[src/rtl/alu_pkg.sv]
// Shared ALU definitions for the MIPS core: op-code widths and constants,
// opcode/funct encodings, and the decoded-control payload that travels from
// ID into EX.
package alu_pkg;

   localparam int unsigned ALU_OP_W = 4;
   localparam int unsigned OPC_W    = 6;
   localparam int unsigned FUNCT_W  = 6;

   // ALU operation codes
   localparam logic [ALU_OP_W-1:0] ALU_ADD = 4'b0010;
   localparam logic [ALU_OP_W-1:0] ALU_SUB = 4'b0110;
   localparam logic [ALU_OP_W-1:0] ALU_MUL = 4'b0000;
   localparam logic [ALU_OP_W-1:0] ALU_XOR = 4'b0011;
   localparam logic [ALU_OP_W-1:0] ALU_SLT = 4'b0111;
   localparam logic [ALU_OP_W-1:0] ALU_NOR = 4'b1100;
   localparam logic [ALU_OP_W-1:0] ALU_NOP = 4'b1111;

   // Primary opcodes, instruction[31:26]
   localparam logic [OPC_W-1:0] OPC_RTYPE = 6'h00;
   localparam logic [OPC_W-1:0] OPC_ADDI  = 6'h08;
   localparam logic [OPC_W-1:0] OPC_LW    = 6'h23;
   localparam logic [OPC_W-1:0] OPC_SW    = 6'h2B;
   localparam logic [OPC_W-1:0] OPC_SLTI  = 6'h0A;
   localparam logic [OPC_W-1:0] OPC_XORI  = 6'h0E;
   localparam logic [OPC_W-1:0] OPC_BEQ   = 6'h04;

   // R-type function codes, instruction[5:0]
   localparam logic [FUNCT_W-1:0] FN_ADD  = 6'h20;
   localparam logic [FUNCT_W-1:0] FN_SUB  = 6'h22;
   localparam logic [FUNCT_W-1:0] FN_MULT = 6'h18;
   localparam logic [FUNCT_W-1:0] FN_XOR  = 6'h26;
   localparam logic [FUNCT_W-1:0] FN_SLT  = 6'h2A;
   localparam logic [FUNCT_W-1:0] FN_NOR  = 6'h27;

   // Decoded control carried in the ID/EX register
   typedef struct packed {
      logic [ALU_OP_W-1:0] op;
      logic                alu_src;
      logic                trap;
      logic                illegal;
   } dec_t;

   // Control payload of a pipeline bubble
   function automatic dec_t dec_bubble(input logic [ALU_OP_W-1:0] nop_op);
      dec_t d;
      d.op      = nop_op;
      d.alu_src = 1'b0;
      d.trap    = 1'b0;
      d.illegal = 1'b0;
      return d;
   endfunction

endpackage

[src/rtl/alu_op_decode.sv]
// Combinational opcode/funct decoder producing the ALU operation code, the
// operand-2 source select, the overflow-trap enable and the illegal flag.
// Ports:
//   opcode, funct   instruction[31:26], instruction[5:0]
//   op_c            ALU operation code (NOP_OP when illegal)
//   alu_src_c       1 = operand_2 is the sign-extended immediate
//   trap_c          overflow on this instruction raises an exception
//   illegal_c       encoding not recognised
module alu_op_decode
   import alu_pkg::*;
#(
   parameter logic [ALU_OP_W-1:0] NOP_OP = ALU_NOP
) (
   input  logic [OPC_W-1:0]    opcode,
   input  logic [FUNCT_W-1:0]  funct,
   output logic [ALU_OP_W-1:0] op_c,
   output logic                alu_src_c,
   output logic                trap_c,
   output logic                illegal_c
);

   // Decode table; anything not matched falls through as illegal
   always_comb begin
      op_c      = NOP_OP;
      alu_src_c = 1'b0;
      trap_c    = 1'b0;
      illegal_c = 1'b1;
      case (opcode)
         OPC_RTYPE: begin
            illegal_c = 1'b0;
            case (funct)
               FN_ADD:  begin op_c = ALU_ADD; trap_c = 1'b1; end
               FN_SUB:  op_c = ALU_SUB;
               FN_MULT: op_c = ALU_MUL;
               FN_XOR:  op_c = ALU_XOR;
               FN_SLT:  op_c = ALU_SLT;
               FN_NOR:  op_c = ALU_NOR;
               default: illegal_c = 1'b1;
            endcase
         end
         OPC_ADDI: begin
            op_c = ALU_ADD; alu_src_c = 1'b1; trap_c = 1'b1; illegal_c = 1'b0;
         end
         OPC_LW, OPC_SW: begin
            op_c = ALU_ADD; alu_src_c = 1'b1; illegal_c = 1'b0;
         end
         OPC_SLTI: begin
            op_c = ALU_SLT; alu_src_c = 1'b1; illegal_c = 1'b0;
         end
         OPC_XORI: begin
            op_c = ALU_XOR; alu_src_c = 1'b1; illegal_c = 1'b0;
         end
         OPC_BEQ: begin
            op_c = ALU_SUB; illegal_c = 1'b0;
         end
         default: ;
      endcase
   end

endmodule

[src/rtl/alu_op_issue.sv]
// ID->EX issue stage: decodes the ID instruction, holds the ID/EX pipeline
// register (stall/flush aware) and turns EX-stage ALU overflow into a
// write-back kill plus a sticky exception record for the control unit.
// Ports:
//   clk, reset                 clock, synchronous active-high reset
//   id_valid/opcode/funct/pc   ID-stage instruction
//   stall, flush               hold / bubble the EX register
//   alu_overflow               ALU overflow for the current EX instruction
//   exc_ack                    control unit consumed the exception record
//   ex_*                       registered EX-stage control and PC
//   ovf_kill                   combinational write-back suppress
//   exc_pending, exc_pc        sticky overflow exception and its PC
module alu_op_issue
   import alu_pkg::*;
#(
   parameter int unsigned         PC_W   = 32,
   parameter logic [ALU_OP_W-1:0] NOP_OP = ALU_NOP
) (
   input  logic                clk,
   input  logic                reset,
   input  logic                id_valid,
   input  logic [OPC_W-1:0]    id_opcode,
   input  logic [FUNCT_W-1:0]  id_funct,
   input  logic [PC_W-1:0]     id_pc,
   input  logic                stall,
   input  logic                flush,
   input  logic                alu_overflow,
   input  logic                exc_ack,
   output logic                ex_valid,
   output logic [ALU_OP_W-1:0] ex_alu_operation,
   output logic                ex_alu_src,
   output logic [PC_W-1:0]     ex_pc,
   output logic                ex_illegal,
   output logic                ovf_kill,
   output logic                exc_pending,
   output logic [PC_W-1:0]     exc_pc
);

   dec_t id_dec;
   dec_t ex_dec;
   logic exc_set;

   alu_op_decode #(.NOP_OP(NOP_OP)) u_decode (
      .opcode    (id_opcode),
      .funct     (id_funct),
      .op_c      (id_dec.op),
      .alu_src_c (id_dec.alu_src),
      .trap_c    (id_dec.trap),
      .illegal_c (id_dec.illegal)
   );

   // ID/EX register: reset > flush > stall > load; an invalid ID loads a bubble
   always_ff @(posedge clk) begin
      if (reset || flush) begin
         ex_valid <= 1'b0;
         ex_dec   <= dec_bubble(NOP_OP);
         ex_pc    <= '0;
      end else if (!stall) begin
         ex_valid <= id_valid;
         ex_dec   <= id_valid ? id_dec : dec_bubble(NOP_OP);
         ex_pc    <= id_valid ? id_pc : '0;
      end
   end

   assign ex_alu_operation = ex_dec.op;
   assign ex_alu_src       = ex_dec.alu_src;
   assign ex_illegal       = ex_dec.illegal;

   assign ovf_kill = ex_valid & ex_dec.trap & alu_overflow;

   // Capture only on an unstalled cycle so a held instruction is recorded once;
   // a coincident ack frees the record for the new event.
   assign exc_set = ovf_kill & ~stall & (~exc_pending | exc_ack);

   // Sticky exception record; exc_pc is kept after ack
   always_ff @(posedge clk) begin
      if (reset) begin
         exc_pending <= 1'b0;
         exc_pc      <= '0;
      end else if (exc_set) begin
         exc_pending <= 1'b1;
         exc_pc      <= ex_pc;
      end else if (exc_ack) begin
         exc_pending <= 1'b0;
      end
   end

endmodule

[config.mk]
export PLATFORM = sky130hd
export DESIGN_NAME = alu_op_issue
export DESIGN_NICKNAME = d
export VERILOG_FILES = /design/src/rtl/alu_pkg.sv /design/src/rtl/alu_op_decode.sv /design/src/rtl/alu_op_issue.sv
export SDC_FILE = /design/constraint.sdc
export NUM_CORES = 1
export LEC_CHECK = 0
export ABC_AREA = 1
export CAP_MARGIN = 20
export CELL_PAD_IN_SITES_DETAIL_PLACEMENT = 1
export CELL_PAD_IN_SITES_GLOBAL_PLACEMENT = 1
export CORE_MARGIN = 5
export CORE_UTILIZATION = 31
export CTS_CLUSTER_DIAMETER = 40
export CTS_CLUSTER_SIZE = 25
export DETAILED_ROUTE_END_ITERATION = 6
export PLACE_DENSITY = 0.94
export RECOVER_POWER = 50
export SYNTH_ARGS = -nofsm -noshare
export SYNTH_HDL_FRONTEND = slang
export SYNTH_SLANG_ARGS = --single-unit
[constraint.sdc]
create_clock -name clk -period 2.7 [get_ports clk]
set_input_delay 0.405 -clock clk [delete_from_list [all_inputs] [get_ports clk]]
set_output_delay 0.405 -clock clk [all_outputs]
set_load 0.005 [all_outputs]
==> flow_metrics.tcl <==
set metrics [dict create \
    status "completed" \
    final_max_slew_viol_count 0 \
    tightest_slew_ns 1.209 \
    worstPathRequired_ns 2.30 \
    synth_fa_ha_area_share_pct 0 \
    fin_ws_ns 0.6965 \
    synth_seq_cells 73 \
    cts_htree_levels 3 \
    drive_gt1_share_pct 6.876 \
    grt_overflow 0 \
    tritoncts "done" \
    hp-class "register to register" \
    final_nets 555 \
    fp.dieH_um 106.9 \
    cts_setup_buffers 0 \
    hold_violations 0 \
    cts_made_buffers 9 \
    setup_tns_ns 0 \
    power_density_nw_per_um2 510.1 \
    ctsLongestPathBuffers 2 \
    ir_worst_vdd_mv 0.2701 \
    antenna_found_initial 0 \
    grt_pass1_vias 3073 \
    switching_share_pct 22.95 \
    internal-power_mw 1.710 \
    combPwrFrac_pct 8.5 \
    cp_max_fo 2 \
    finalSetupViolCount 0 \
    synth-simple-area-share_pct 28.36 \
    ant_nets 0 \
    crit_type "input pin to output port" \
    track_usage_pct 17.03 \
    place_hpwl_mm 7.187 \
    seqPwrFrac_pct 49.3 \
    maxCapViolCount 0 \
    dr.pass1.iters 4 \
    end_kind "output port" \
    dieArea_um2 11420 \
    synth_area_um2 2908 \
    port_buffers 123 \
    cts.repair.resized 0 \
    synthCells 391 \
    clock_skew_ns 0.01050 \
    routed_wl_mm 9.468 \
    insertion_delay_ns 0.34 \
    cts_root_buf "clkbuf_8" \
    rsz0062_at_grt "false" \
    finalWeightedCongestion 0.8153 \
    initial_core_util_pct 31.62 \
    place_ws_ns 0.6361 \
    grt_max_degree 37 \
    synth_compound_area_share_pct 13.17 \
    final.min_clock_period_ns 2.004 \
    rows 35 \
    static-leakage-power_nw 1.668 \
    cts.sinks 73 \
    syn_to_final_growth_pct 49.66 \
    clock_power_share_pct 42.2 \
    start_kind "input pin" \
    muxShareOfSynthArea_pct 0 \
    yosys_warnings 0 \
    die_w_um 106.9 \
    wl_per_cell_um 15.27 \
    postCtsHoldBufs 0 \
    period_share_pct 74.20 \
    diodes 0 \
    path_clk_slew_ns 0.07 \
    ys_seq_area_share_pct 50.26 \
    power_switching_mw 0.5093 \
    drt_iter0_drc 66 \
    syn-num-nets 442 \
    grt_pass1_wl_mm 15.42 \
    synth_cell_types 24 \
    coreArea_um2 9196 \
    viasPerCell 4.784 \
    ios 124 \
    synth.avg_cell_area_um2 7.437 \
    maxSlewHeadroom_pct 19.28 \
    drc 0 \
    maxClockFrequency_ghz 0.4991 \
    vias 2966 \
    arrival_ns 1.60 \
    synth_xor_area_share_pct 0 \
    synth_top_family_by_area "simple AND/OR/NAND/NOR gates" \
]
## Yosys cell counts, drive strengths merged
| library cell | count | area (um^2) |
|---|---|---|
| nand2 | 164 | 618.1 |
| dfxtp | 73 | 1461 |
| a21oi | 70 | 354.1 |
| buf | 19 | 142.6 |
| inv | 19 | 73.82 |
| nor2 | 18 | 90.09 |
| nand3 | 11 | 77.58 |
| clkbuf | 6 | 22.52 |
| o21ai | 5 | 28.78 |
| or2 | 3 | 18.77 |
| nand4 | 2 | 12.51 |
| and3 | 1 | 7.510 |
## kinds of logic after synthesis
kind of cell    after synthesis
simple gates                199
buf+inv                      44
compound gates               75
flops                        73
## layer usage
metal / GRT usage [%] / vias up / routed length [um]
li1: - / 1461 / -
met1: 19.57 / 1420 / 4032
met2: 30.98 / 74 / 4903
met3: 4.275 / 11 / 383
met4: 5.114 / 0 / 148
met5: 0 / - / 0
## sequential cells by signal (all words and copies together), names as in the netlist
| register | cells |
|---|---|
| ex_illegal | 1 |
| ex_alu_operation | 4 |
| exc_pending | 1 |
| ex_dec | 1 |
| ex_pc | 32 |
| ex_valid | 1 |
| ex_alu_src | 1 |
| exc_pc | 32 |
## layout by cell type (no fill, tap or decap)
master           count
dlygate4sd3_1       41
inv_6                1
nand4_1              2
o21ai_0              2
a21oi_1             70
clkbuf_1             1
inv_1               16
bufinv_16            2
or2_2                3
nor2_2               2
nor2_4               2
nand3_4              1
inv_2                2
nand3_2              2
buf_4                3
clkbuf_2             1
o21ai_2              1
nand3_1              8
dfxtp_1             73
nand2_2              1
and3_2               1
o21ai_1              2
clkinvlp_4           1
clkinv_2             1
inv_4                1
clkdlybuf4s50_1     82
clkbuf_8             9
nand2_1            163
clkinv_4             1
nor2_1              14
## power groups by stage
stage | Combinational, mW | Sequential [mW] | Clock (mW)
6_report | 0.188 | 1.10 | 0.936
2_1_floorplan | 0.0740 | 1.12 | 0
3_5_place_dp | 0.193 | 1.12 | 0
5_1_grt | 0.206 | 1.10 | 1.01
4_1_cts | 0.194 | 1.10 | 0.960
3_3_place_gp | 0.186 | 1.12 | 0
## worst max-delay path, cell delays in order
cell and delay, ns:
clkdlybuf4s50_1 0.45, and3_2 0.23, clkdlybuf4s50_1 0.52
## metrics by stage
step,cell area [um^2],cells,power (mW),util (%),hold slack [ns]
floorplan,2908,391,1.194,-,0.4522
global placement,4143,604,1.306,45.05,0.4526
detailed placement,4143,604,1.314,45.05,0.4579
CTS,4360,620,2.250,47.42,0.4710
global route,4352,620,2.318,47.32,0.4859
finish,4352,620,2.220,47.32,0.4650
## cell type report
class / instances / area (um^2)
Clock buffer: 10 / 127.6
Clock inverter: 6 / 90.09
Fill cell: 1147 / 4845
Inverter: 19 / 73.82
Multi-Input combinational cell: 274 / 1201
Sequential cell: 73 / 1461
Tap cell: 111 / 138.9
Timing Repair Buffer: 127 / 1259
## path summary, 6_finish.rpt
kind / start / to / slack [ns] / cells past startpoint
setup / recovery: alu_overflow / ovf_kill / 0.70 / 3
setup reg to reg: ex_valid$_SDFFE_PP0N_ / exc_pc[31]$_SDFFE_PP0P_ / 1.10 / 5
hold / removal: ex_illegal$_SDFFE_PP0N_ / ex_illegal$_SDFFE_PP0N_ / 0.47 / 2
hold reg to reg: ex_illegal$_SDFFE_PP0N_ / ex_illegal$_SDFFE_PP0N_ / 0.47 / 2
Power figures use the tool's default switching activity.
